==> config.mk <==
export PLATFORM = sky130hd
export DESIGN_NAME = usb_ep_router_flat
export DESIGN_NICKNAME = d
export VERILOG_FILES = /design/src/rtl/usb_ep_router_if.sv /design/src/rtl/usb_ep_router.sv /design/src/flat_wrapper.sv
export SDC_FILE = /design/constraint.sdc
export NUM_CORES = 1
export LEC_CHECK = 0
export CAP_MARGIN = 20
export CORE_MARGIN = 2
export CORE_UTILIZATION = 39
export DETAILED_ROUTE_END_ITERATION = 6
export PLACE_DENSITY = 0.93
export SLEW_MARGIN = 20
export SYNTH_ARGS = -nofsm -noshare
export SYNTH_HDL_FRONTEND = slang
export SYNTH_SLANG_ARGS = --single-unit
==> constraint.sdc <==
create_clock -name clk -period 4.34 [get_ports clk]
set_clock_uncertainty 0.2 [all_clocks]
set_input_delay 0.868 -clock clk [delete_from_list [all_inputs] [get_ports clk]]
set_output_delay 0.868 -clock clk [all_outputs]
set_load 0.01 [all_outputs]
==> src/rtl/usb_ep_router_if.sv <==
// Handshake-layer side of usb_ep_router: token stream, host->device bytes and device->host bytes.
interface usb_ep_router_if;
  logic [23:0] token_in;
  logic        token_in_strb;
  logic [7:0]  pid_in;
  logic [7:0]  data_in;
  logic        data_in_strb;
  logic        data_in_end;
  logic        data_in_fail;
  logic [7:0]  data_o;
  logic        data_o_start_stop;
  logic        data_o_strb;
  logic        data_o_fail;

  modport master (
    output token_in, token_in_strb, pid_in, data_in, data_in_strb, data_in_end, data_in_fail,
    output data_o_strb, data_o_fail,
    input  data_o, data_o_start_stop
  );

  modport slave (
    input  token_in, token_in_strb, pid_in, data_in, data_in_strb, data_in_end, data_in_fail,
    input  data_o_strb, data_o_fail,
    output data_o, data_o_start_stop
  );
endinterface

==> src/rtl/usb_ep_router.sv <==
// Routes USB tokens and data between the handshake layer and N_EP endpoint channels.
// Optional IN-response watchdog enabled by defining USB_EP_ROUTER_TIMEOUT_EN.
module usb_ep_router #(
  parameter int unsigned N_EP    = 4,
  parameter int unsigned TIMEOUT = 1024
) (
  input  logic                clk,
  input  logic                nrst,
  input  logic [6:0]          dev_addr,
  usb_ep_router_if.slave      hs,
  output logic [23:0]         ep_token,
  output logic [N_EP-1:0]     ep_token_strb,
  output logic [7:0]          ep_pid,
  output logic [7:0]          ep_data,
  output logic [N_EP-1:0]     ep_data_strb,
  output logic [N_EP-1:0]     ep_data_end,
  output logic [N_EP-1:0]     ep_data_fail,
  input  logic [8*N_EP-1:0]   ep_tx_data,
  input  logic [N_EP-1:0]     ep_tx_start_stop,
  output logic [N_EP-1:0]     ep_tx_strb,
  output logic [N_EP-1:0]     ep_tx_fail,
  output logic [3:0]          active_ep
);

  localparam logic [7:0] PID_SOF   = 8'hA5;
  localparam logic [7:0] PID_OUT   = 8'hE1;
  localparam logic [7:0] PID_SETUP = 8'h2D;
  localparam logic [7:0] PID_IN    = 8'h69;

  if (N_EP < 1 || N_EP > 16 || TIMEOUT < 1) begin : g_cfg_check
    $error("usb_ep_router: N_EP must be 1..16 and TIMEOUT at least 1");
  end

  typedef enum logic [2:0] {
    S_IDLE,
    S_RX_DATA,
    S_DROP,
    S_TX_WAIT,
    S_TX_DATA
  } state_t;

  state_t          state_q, state_d;
  logic [3:0]      sel_q, sel_d;
  logic [N_EP-1:0] sel_oh, endp_oh;
  logic [N_EP-1:0] tok_strb_d, dstrb_d, dend_d, dfail_d, tx_fail_d, tx_fail_q;
  logic [7:0]      sel_tx_data;
  logic            sel_ss;
  logic [7:0]      tok_pid;
  logic [3:0]      tok_endp;
  logic            tok_match, tok_new, tx_on;

`ifdef USB_EP_ROUTER_TIMEOUT_EN
  localparam int unsigned CNT_W = (TIMEOUT > 1) ? $clog2(TIMEOUT) : 1;
  logic [CNT_W-1:0] cnt_q, cnt_d;
`endif

  assign tok_pid   = hs.token_in[7:0];
  assign tok_endp  = hs.token_in[18:15];
  assign tok_match = (hs.token_in[14:8] == dev_addr) && (32'(tok_endp) < N_EP);
  // Only real transaction tokens retarget the router; SOF and stray PIDs never abort.
  assign tok_new   = hs.token_in_strb &&
                     (tok_pid == PID_OUT || tok_pid == PID_SETUP || tok_pid == PID_IN);

  // Channel select decode and selected-endpoint transmit mux
  always_comb begin : sel_mux
    sel_oh      = '0;
    endp_oh     = '0;
    sel_tx_data = 8'h00;
    sel_ss      = 1'b0;
    for (int k = 0; k < int'(N_EP); k++) begin
      endp_oh[k] = (tok_endp == 4'(k));
      if (sel_q == 4'(k)) begin
        sel_oh[k]   = 1'b1;
        sel_tx_data = ep_tx_data[8*k +: 8];
        sel_ss      = ep_tx_start_stop[k];
      end
    end
  end

  always_comb begin : next_state
    state_d    = state_q;
    sel_d      = sel_q;
    tok_strb_d = '0;
    dstrb_d    = '0;
    dend_d     = '0;
    dfail_d    = '0;
    tx_fail_d  = '0;
`ifdef USB_EP_ROUTER_TIMEOUT_EN
    cnt_d      = '0;
`endif
    case (state_q)
      S_RX_DATA: begin
        if (hs.data_in_strb) dstrb_d = sel_oh;
        if (hs.data_in_end)  dend_d  = sel_oh;
        if (hs.data_in_fail) dfail_d = sel_oh;
        if (hs.data_in_end || hs.data_in_fail) state_d = S_IDLE;
        else if (tok_new)                      dfail_d = sel_oh;
      end
      S_DROP: begin
        if (hs.data_in_end || hs.data_in_fail) state_d = S_IDLE;
      end
      S_TX_WAIT: begin
        if (sel_ss) state_d = S_TX_DATA;
`ifdef USB_EP_ROUTER_TIMEOUT_EN
        else if (cnt_q == CNT_W'(TIMEOUT - 1)) begin
          tx_fail_d = sel_oh;
          state_d   = S_IDLE;
        end
        cnt_d = cnt_q + 1'b1;
`endif
        if (tok_new) tx_fail_d = sel_oh;
      end
      S_TX_DATA: begin
        if (!sel_ss || hs.data_o_fail) state_d   = S_IDLE;
        else if (tok_new)              tx_fail_d = sel_oh;
      end
      default: ;
    endcase

    if (hs.token_in_strb && tok_pid == PID_SOF) tok_strb_d = '1;

    // Token decode wins over whatever the current transaction wanted next
    if (tok_new) begin
      if (tok_match) begin
        sel_d      = tok_endp;
        tok_strb_d = endp_oh;
        state_d    = (tok_pid == PID_IN) ? S_TX_WAIT : S_RX_DATA;
`ifdef USB_EP_ROUTER_TIMEOUT_EN
        cnt_d      = '0;
`endif
      end else begin
        state_d = (tok_pid == PID_IN) ? S_IDLE : S_DROP;
      end
    end
  end

  always_ff @(posedge clk or negedge nrst) begin : regs
    if (!nrst) begin
      state_q       <= S_IDLE;
      sel_q         <= 4'd0;
      ep_token      <= 24'h0;
      ep_token_strb <= '0;
      ep_pid        <= 8'h00;
      ep_data       <= 8'h00;
      ep_data_strb  <= '0;
      ep_data_end   <= '0;
      ep_data_fail  <= '0;
      tx_fail_q     <= '0;
`ifdef USB_EP_ROUTER_TIMEOUT_EN
      cnt_q         <= '0;
`endif
    end else begin
      state_q       <= state_d;
      sel_q         <= sel_d;
      if (hs.token_in_strb) ep_token <= hs.token_in;
      ep_token_strb <= tok_strb_d;
      ep_pid        <= hs.pid_in;
      ep_data       <= hs.data_in;
      ep_data_strb  <= dstrb_d;
      ep_data_end   <= dend_d;
      ep_data_fail  <= dfail_d;
      tx_fail_q     <= tx_fail_d;
`ifdef USB_EP_ROUTER_TIMEOUT_EN
      cnt_q         <= cnt_d;
`endif
    end
  end

  // Transmit path is combinational so the PHY's NXT strobe is honoured in the same cycle
  assign tx_on                = (state_q == S_TX_DATA);
  assign hs.data_o            = tx_on ? sel_tx_data : 8'h00;
  assign hs.data_o_start_stop = tx_on & sel_ss;
  assign ep_tx_strb           = (tx_on && hs.data_o_strb) ? sel_oh : '0;
  assign ep_tx_fail           = tx_fail_q | ((tx_on && hs.data_o_fail) ? sel_oh : '0);
  assign active_ep            = sel_q;

endmodule

==> src/flat_wrapper.sv <==
// flat-port wrapper written by rule: the top's interface ports become plain ports
module usb_ep_router_flat 
#(
  parameter int unsigned N_EP    = 4,
  parameter int unsigned TIMEOUT = 1024
)
  (clk, nrst, dev_addr, ep_token, ep_token_strb, ep_pid, ep_data, ep_data_strb, ep_data_end, ep_data_fail, ep_tx_data, ep_tx_start_stop, ep_tx_strb, ep_tx_fail, active_ep, hs_token_in, hs_token_in_strb, hs_pid_in, hs_data_in, hs_data_in_strb, hs_data_in_end, hs_data_in_fail, hs_data_o_strb, hs_data_o_fail, hs_data_o, hs_data_o_start_stop);
  usb_ep_router_if hs_i ();
  input  logic clk;
  input  logic nrst;
  input  logic [6:0] dev_addr;
  output logic [23:0] ep_token;
  output logic [N_EP-1:0] ep_token_strb;
  output logic [7:0] ep_pid;
  output logic [7:0] ep_data;
  output logic [N_EP-1:0] ep_data_strb;
  output logic [N_EP-1:0] ep_data_end;
  output logic [N_EP-1:0] ep_data_fail;
  input  logic [8*N_EP-1:0] ep_tx_data;
  input  logic [N_EP-1:0] ep_tx_start_stop;
  output logic [N_EP-1:0] ep_tx_strb;
  output logic [N_EP-1:0] ep_tx_fail;
  output logic [3:0] active_ep;
  input wire logic [$bits(hs_i.token_in)-1:0] hs_token_in;
  input wire logic [$bits(hs_i.token_in_strb)-1:0] hs_token_in_strb;
  input wire logic [$bits(hs_i.pid_in)-1:0] hs_pid_in;
  input wire logic [$bits(hs_i.data_in)-1:0] hs_data_in;
  input wire logic [$bits(hs_i.data_in_strb)-1:0] hs_data_in_strb;
  input wire logic [$bits(hs_i.data_in_end)-1:0] hs_data_in_end;
  input wire logic [$bits(hs_i.data_in_fail)-1:0] hs_data_in_fail;
  input wire logic [$bits(hs_i.data_o_strb)-1:0] hs_data_o_strb;
  input wire logic [$bits(hs_i.data_o_fail)-1:0] hs_data_o_fail;
  output wire logic [$bits(hs_i.data_o)-1:0] hs_data_o;
  output wire logic [$bits(hs_i.data_o_start_stop)-1:0] hs_data_o_start_stop;
  assign hs_i.token_in = hs_token_in;
  assign hs_i.token_in_strb = hs_token_in_strb;
  assign hs_i.pid_in = hs_pid_in;
  assign hs_i.data_in = hs_data_in;
  assign hs_i.data_in_strb = hs_data_in_strb;
  assign hs_i.data_in_end = hs_data_in_end;
  assign hs_i.data_in_fail = hs_data_in_fail;
  assign hs_i.data_o_strb = hs_data_o_strb;
  assign hs_i.data_o_fail = hs_data_o_fail;
  assign hs_data_o = hs_i.data_o;
  assign hs_data_o_start_stop = hs_i.data_o_start_stop;
  usb_ep_router #(.N_EP(N_EP), .TIMEOUT(TIMEOUT)) u_core (.clk(clk), .nrst(nrst), .dev_addr(dev_addr), .hs(hs_i), .ep_token(ep_token), .ep_token_strb(ep_token_strb), .ep_pid(ep_pid), .ep_data(ep_data), .ep_data_strb(ep_data_strb), .ep_data_end(ep_data_end), .ep_data_fail(ep_data_fail), .ep_tx_data(ep_tx_data), .ep_tx_start_stop(ep_tx_start_stop), .ep_tx_strb(ep_tx_strb), .ep_tx_fail(ep_tx_fail), .active_ep(active_ep));
endmodule
# Word level (Yosys, flattened, before mapping)
# Cells that the tools add are included.
[classes] n_lt_le_gt_ge=1 eq_ne=18 mux=37 n_bitwise=2 reduce_logical=16
[op_table] op="two-way mux 4 bit" n=15
[op_table] op="two-way mux 8 bit" n=5
[op_table] op="equality test 4 x 2 -> 1 bit, second input constant" n=4
[op_table] op="equality test 8 bit, second input constant" n=2
[op_table] op="two-way mux 3 bit" n=5
[op_table] op="case mux 3 bit (3 select lines)" n=1
[op_table] op="equality test 4 x 1 -> 1 bit, second input constant" n=2
[op_table] op="equality test 8 x 6 -> 1 bit, second input constant" n=1
[op_table] op="equality test 8 x 7 -> 1 bit, second input constant" n=1
[op_table] op="zero test 4 bit" n=2
[op_table] op="two-way mux 1 bit" n=8
[op_table] op="case mux 4 bit (2 select lines)" n=1
[op_table] op="equality test 7 bit" n=1
[op_table] op="equality test 3 x 2 -> 1 bit, second input constant" n=2
[op_table] op="inequality test 3 x 1 -> 1 bit, second input constant" n=2
[op_table] op="logical AND 1 bit" n=5
[op_table] op="logical OR 1 bit" n=4
[op_table] op="less-than comparator 4 x 3 -> 1 bit, second input constant" n=1
[op_table] op="two-way mux 2 bit" n=2
[op_table] op="bitwise OR 4 bit" n=1
[op_table] op="AND reduction 4 bit" n=1
[op_table] op="nonzero test 4 bit" n=1
[op_table] op="equality test 3 x 1 -> 1 bit, second input constant" n=1
[op_table] op="equality test 3 bit, second input constant" n=1
[op_table] op="other kinds (5)" n=5
[word_totals] register_bits=67 in_bits=91 output_inout_bits=77 wordCells=84

# Longest topological paths before layout
# Gate-level depths: netlist of the first run.
[logic_depth] ltp_word=10 depth_mapped=6 depth_no_buf=5

# Least setup slack after synthesis of the first run
# No wires, ideal clock.
[synth_timing] path_kind="input -> output" from="input port ep_tx_start_stop[1]" to="output port hs_data_o_start_stop" t_arrival_ns=1.550 required_ns=3.272 setup_slack_ns=1.722 cell_stages=4 path_buffers=0 cell_sequence="mux2_1 > nand2_1 > o21ai_0 > and2_1"
[synth_between] elab_chain_len=4
[synth_rtl] item="start, declared" line="flat_wrapper.sv:20" text="input logic [N_EP-1:0] ep_tx_start_stop;"
[synth_rtl] item="two-way mux 1 bit (3 in a row)" line="usb_ep_router.sv:72" text="if (sel_q == 4'(k)) begin"
[synth_rtl] item="bitwise AND 1 bit" line="usb_ep_router.sv:172" text="assign hs.data_o_start_stop = tx_on & sel_ss;"
[synth_rtl] item="end, declared" line="flat_wrapper.sv:34" text="output wire logic [$bits(hs_i.data_o_start_stop)-1:0] hs_data_o_start_stop;"
# No other way between the ends.

# Worst setup path in the final report of the first run
[layout_timing] from="input port ep_tx_start_stop[3]" to="output port hs_data_o_start_stop"
[layout_between] elab_chain_len=2
[layout_rtl] item="two-way mux 1 bit" line="usb_ep_router.sv:72"
[layout_rtl] item="bitwise AND 1 bit" line="usb_ep_router.sv:172"
# No other way between the ends.

==> run metrics, run 1 <==
result of the run complete, no violations; cell count after synthesis 232; post-synth cell types 42; maximum count of clock buffers along a single path 2; crit-path cells clkdlybuf4s50_1 > mux2i_1 > o21ai_0 > and2_1 > clkdlybuf4s50_1; via count 2491; utilization after layout 0.673; Post CTS Setup Buffer Count 0; top cell family by delay on the critical path buffers and inverters; class of the worst hold path reg -> reg; # DRC 0; portion of synthesized cell area occupied by the leading cell type 0.589; number of buffers inserted by port buffering 167; NumNets Final between 400 and 500; power density normalized to cell area between 300 and 400 mW/mm²; biggest cell delay along the critical path 0.53 ns; area growth from synthesis to layout 69.5%; GRT Total Usage 0.202; via-per-instance ratio 4.93; core region area 0.00718 mm²; largest cells by area after synthesis dfrtp_1 (59%), mux2_2 (12%), nor2_1 (3.6%), xnor2_1 (2.5%), and2_1 (2.2%); total of flip-flops plus latches after synthesis 67; initial antenna violation count 0; WS Path Type in -> out; cts bufs inserted 9; worst skew pair latency 0.33 ns; TritonCTS Sinks 67; Crit path arrival time 2.67 ns; hold-critical path depth 1; worst reg-to-reg setup slack 2.12 ns; H-tree lvl count 3; warnings from Yosys 0; max_slew headroom 0.387; number of cells on the critical path 5; Crit. End Element output port; post-route fraction of the period consumed by the critical path 0.860; Min Clock Period, post-route 3.73 ns; Worst Path Buf+Inv 2; count of hold-fix buffers inserted at cts 0; placed wire-length estimate between 6000 and 7000 µm; average wire per cell in the routed design 16.1 µm; Routed WL 8110 µm; mean area per synthesized cell 12.3 µm²; global-route wire length before repair approximately 12000 µm; post-synthesis instance area 0.00285 mm²; FF-to-FF path depth 4; startpoint type of the worst setup path primary input; clock slew at the register clock pins of the worst setup and hold paths approximately 0.070 ns; number of violations of the max-capacitance limit 0; final hold violations 0; placed cells 490; grt ovf 0; count of final setup violators 0; critical path's most frequent cell clkdlybuf4s50_1; achievable frequency 0.268 GHz; total nets after synthesis ~320; initial core utilization 0.397; number of gates given a new drive strength after cts 0; Final Power around 1.6 mW; first-pass iteration count of the detailed router 4; number of pins exceeding their max-slew limit in the final report 0; number of enable-type register cells in the synthesized netlist 0; fraction of layout cells with a size suffix above 1 0.143; area of all placed cells without fillers 0.00483 mm²; area of the die 0.00800 mm²; pin count of the biggest net entering global routing 43; largest area contributor in the netlist dfrtp_1; worst supply voltage drop on vdd 0.000207 V; unrepaired setup endpoints after global routing no; data required time at the worst endpoint 3.27 ns; transition time of the tightest slew-check pin 0.919 ns; library cell used as clock root buffer clkbuf_8; ys flop type dfrtp_1; IO Count 168; via count of the first global-routing pass 2631; Critical Path Slowest Stage Cell clkdlybuf4s50_1; area after detailed placement 0.00461 mm²; Chip Width 89.5 µm; DRT antenna net count 0; sequential-to-total area share from yosys stat 0.589; vertical die dimension 89.5 µm; post-layout instance count excluding filler cells 505; number of inserted diodes 0; final sum of negative setup slack 0 ns; CP Max Fanout 5; final RePlAce weighted congestion 0.726; async set-reset flop share out of synthesis 1.00; starting DRC count in detailed routing 52; TritonCTS clock tree done; number of placement rows 31; leakage dissipation 1.97 nW
-- path summary, 6_finish.rpt --
path | end | start
min reg2reg | u_core.ep_token[0] | u_core.ep_token[0]
min in group asynchronous | u_core.ep_data[0] | nrst
min | u_core.ep_token[0] | u_core.ep_token[0]
max reg2reg | u_core.tx_fail_q[3] | u_core.active_ep[0]
max in group asynchronous | u_core.active_ep[1] | nrst
max | hs_data_o_start_stop | ep_tx_start_stop[3]
-- stage by stage --
stage / hold WS (ns) / setup WS, ns
floorplan: 0.351 / 1.72
global placement: 0.289 / 0.685
detailed placement: 0.296 / 0.611
CTS: 0.311 / 0.612
global route: 0.318 / 0.477
finish: 0.308 / 0.606
-- sequential cells by signal, indices dropped and copies added, names as in the netlist --
| register | flops |
|---|---|
| u_core.tx_fail_q | 4 |
| u_core.active_ep | 4 |
| u_core.ep_token | 24 |
| u_core.ep_data | 8 |
| u_core.ep_pid | 8 |
| u_core.ep_data_end | 4 |
| u_core.state_q | 3 |
| u_core.ep_data_strb | 4 |
| u_core.ep_data_fail | 4 |
| u_core.ep_token_strb | 4 |
-- per-layer routing --
layer,global-route usage,routed length [µm],up-vias,share of wire
li1,-,-,1153,-
met1,0.211,2900,1187,0.36
met2,0.366,4340,137,0.53
met3,0.0693,741,14,0.091
met4,0.0868,126,0,0.016
met5,0,0,-,0
-- cell usage after synthesis, types with 2 or more instances --
master     n
dfrtp_1   67
mux2_2    31
nor2_1    27
nand2_1   11
nor3_1    11
and2_1    10
xnor2_1    8
clkbuf_1   5
o21bai_1   5
o221ai_1   5
nand3_1    4
o21ai_0    4
buf_1      3
nand2b_1   3
nor2b_1    3
o22ai_1    3
a21boi_1   2
buf_2      2
mux2_4     2
nand3b_1   2
nand4_1    2
o21ai_1    2
-- power by group --
| part | internal (mW) | switching (mW) |
|---|---|---|
| Sequential | 0.658 | 0.0210 |
| Combinational | 0.212 | 0.137 |
| Clock | 0.322 | 0.240 |
| Total | 1.19 | 0.398 |
-- cells in the final DEF, fill, tap and decap left out, types with 2 or more instances in the layout --
master           instances
nand3_1                  4
nand3b_1                 2
o21ai_1                  2
o21bai_1                 5
xnor2_1                  8
bufinv_16                2
mux2_4                   2
nand4_1                  2
nand2b_1                 3
o21ai_0                  4
clkbuf_8                 9
nor2_1                  27
nor2b_1                  3
nor3_1                  11
o221ai_1                 5
a21boi_1                 2
and2_1                  10
nand2_1                 11
buf_4                    2
dfrtp_1                 67
o22ai_1                  3
mux2_2                  31
clkdlybuf4s50_1        166
-- cells by family after synthesis --
kind of cell	Yosys count	synth area share
compound gates	26	0.0637
xor+xnor	9	0.0277
buf+inv	11	0.0154
flops	67	0.589
mux	36	0.149
simple gates	83	0.156
-- cell type report --
class / instances / area [µm²]
fillers: 546 / 2350
repair buffers: 169 / 1680
flip-flops and latches: 67 / 1680
multi-input cells: 154 / 1130
clock buffers: 9 / 124
well taps: 99 / 124
clock inverters: 6 / 90.1
inverters: 1 / 3.75
Note: power is estimated with default switching activity, not from simulation.
==> run 2, diff against run 1 <==
ABC_CLOCK_PERIOD_IN_PS = 3700   (was unset)
CORE_UTILIZATION = 38   (was 39)
PLACE_DENSITY = 0.91   (was 0.93)
clock period = 3.7 ns   (was 4.34 ns; I/O delays follow)
==> run 2 against run 1 <==
Design area decreased by 0.36%. Worst setup slack got worse by 0.38 ns. Via count decreased by 0.88%. Sequential share of layout area increased by 0.13 points. Non-clock buffer count increased by 2. Clock power decreased by 2%. Clock-buffer cell count unchanged. Largest cell class unchanged. Power increased by 11%. Flip-flop and latch count unchanged. Cell count increased by 0.59%. Critical path depth unchanged. Routed wire length increased by 0.38%.
==> run metrics, run 2 (synthesized netlist as in run 1, its figures left out) <==
unrepaired setup endpoints after global routing no; Final Power ~1.8 mW; area growth from synthesis to layout 68.9%; DRT antenna net count 0; result of the run complete, no violations; worst supply voltage drop on vdd 0.000301 V; starting DRC count in detailed routing 63; transition time of the tightest slew-check pin between 0.5 and 0.6 ns; via-per-instance ratio between 4 and 5; CP Max Fanout 5; maximum count of clock buffers along a single path 2; core region area 0.00725 mm²; final RePlAce weighted congestion 0.740; FF-to-FF path depth 5; pin count of the biggest net entering global routing 44; critical path's most frequent cell clkdlybuf4s50_1; achievable frequency 0.288 GHz; max_slew headroom 0.620; biggest cell delay along the critical path 0.54 ns; combinational share of power 0.234; H-tree lvl count 3; crit-path cells clkdlybuf4s50_1 > mux2i_1 > o21ai_0 > and2_1 > clkdlybuf4s50_1; via count of the first global-routing pass 2552; placed wire-length estimate around 6300 µm; Clk pwr share 0.313; TritonCTS Sinks 67; Largest regs u_core.ep_token: 24 flops, u_core.ep_data: 8 flops, u_core.ep_pid: 8 flops; power density normalized to cell area around 370 mW/mm²; NumNets Final 495; number of inserted diodes 0; Crit. End Element output port; GRT Total Usage 0.204; # DRC 0; net switching power ~490 µW; Biggest register u_core.ep_token; commonest non-fill, non-tap cell in the layout clkdlybuf4s50_1; Chip Width a little over 90 µm; Critical Path Slowest Stage Cell clkdlybuf4s50_1; count of final setup violators 0; WS Path Type in -> out; cell internal pwr 1.27 mW; commonest cells after routing, fill and taps aside clkdlybuf4s50_1 (166), dfrtp_1 (67), mux2_2 (31); class of the worst hold path in -> async; IO Count 168; fraction of layout cells with a size suffix above 1 0.152; pre-CTS setup slack 0.236 ns; final sum of negative setup slack 0 ns; Routed WL 8140 µm; via count 2469; post-route fraction of the period consumed by the critical path 0.938; leakage dissipation 1.97 nW; area of the die between 0.008 and 0.009 mm²; flip-flop count of the largest register, all copies and words added 24; net switching share of the total power 0.279; vertical die dimension 90.6 µm; number of buffers inserted by port buffering 167; Worst Path Buf+Inv 2; number of cells on the critical path 5; global-route wire length before repair 13100 µm; average wire per cell in the routed design around 16 µm; TritonCTS clock tree done; number of violations of the max-capacitance limit 0; library cell used as clock root buffer clkbuf_8; cts bufs inserted 9; first-pass iteration count of the detailed router 4; startpoint type of the worst setup path primary input; final hold violations 0; number of placement rows 31; least setup slack across all paths after layout about 0.23 ns; sequential group share of total power 0.453; count of hold-fix buffers inserted at cts 0; clock slew at the register clock pins of the worst setup and hold paths 0.08 ns; grt ovf 0; number of pins exceeding their max-slew limit in the final report 0; data required time at the worst endpoint 2.76 ns; Crit path arrival time 2.53 ns; Min Clock Period, post-route around 3.5 ns; initial antenna violation count 0; worst skew pair latency 0.35 ns; initial core utilization 0.393; top cell family by delay on the critical path buffers and inverters
[run 2: cell types whose count changed in the layout (fill, tap and decap cells not counted)]
| cell | before | now |
|---|---|---|
| nor3_1 | 11 | 10 |
| bufinv_16 | 2 | 0 |
| inv_6 | 1 | 2 |
| nor3_2 | 0 | 1 |
| clkinv_2 | 1 | 2 |
| buf_4 | 2 | 4 |
| clkinv_4 | 1 | 2 |
[run 2: area by class of cell]
cell class,instances,area (µm²)
repair buffers,171,1700
inverters,1,3.75
clock buffers,9,124
fillers,538,2440
multi-input cells,154,1130
well taps,99,124
flip-flops and latches,67,1680
clock inverters,7,52.6
[run 2: through the flow]
step | cells | instance area, µm² | hold slack [ns] | util
2_1_floorplan | 232 | 2850 | 0.244 | -
3_3_place_gp | 492 | 4630 | 0.290 | 0.638
3_5_place_dp | 492 | 4630 | 0.295 | 0.638
4_1_cts | 508 | 4800 | 0.176 | 0.662
5_1_grt | 508 | 4810 | 0.203 | 0.663
6_report | 508 | 4810 | 0.172 | 0.663
[run 2: worst paths after layout]
path / from / to / slack [ns]
setup reg to reg: u_core.active_ep[3] / u_core.tx_fail_q[2] / 1.76
hold / removal: nrst / u_core.ep_data_strb[2] / 0.17
setup / recovery: ep_tx_start_stop[2] / hs_data_o_start_stop / 0.23
max in group asynchronous: nrst / u_core.ep_token[8] / 2.18
hold reg to reg: u_core.ep_token[13] / u_core.ep_token[13] / 0.31
min in group clk: u_core.ep_token[13] / u_core.ep_token[13] / 0.31
[run 2: power by group through the flow]
stage / combinational [mW] / sequential [mW] / clock, mW
2_1_floorplan: 0.126 / 0.825 / 0
3_3_place_gp: 0.403 / 0.807 / 0
3_5_place_dp: 0.412 / 0.811 / 0
4_1_cts: 0.414 / 0.797 / 0.566
5_1_grt: 0.441 / 0.801 / 0.599
6_report: 0.411 / 0.797 / 0.551
[run 2: metal layers]
layer  routed length, µm  track usage  vias to the layer above
met5                   0            0                        -
li1                    -            -                     1157
met4                  69       0.0615                        0
met3                 748       0.0843                        7
met1                3130        0.228                     1177
met2                4190        0.354                      128
[run 2: repair_timing]
action | CTS | global route
buffers inserted | 0 | 0
resized for setup | 0 | 1
setup endpoints to repair | 0 | 1
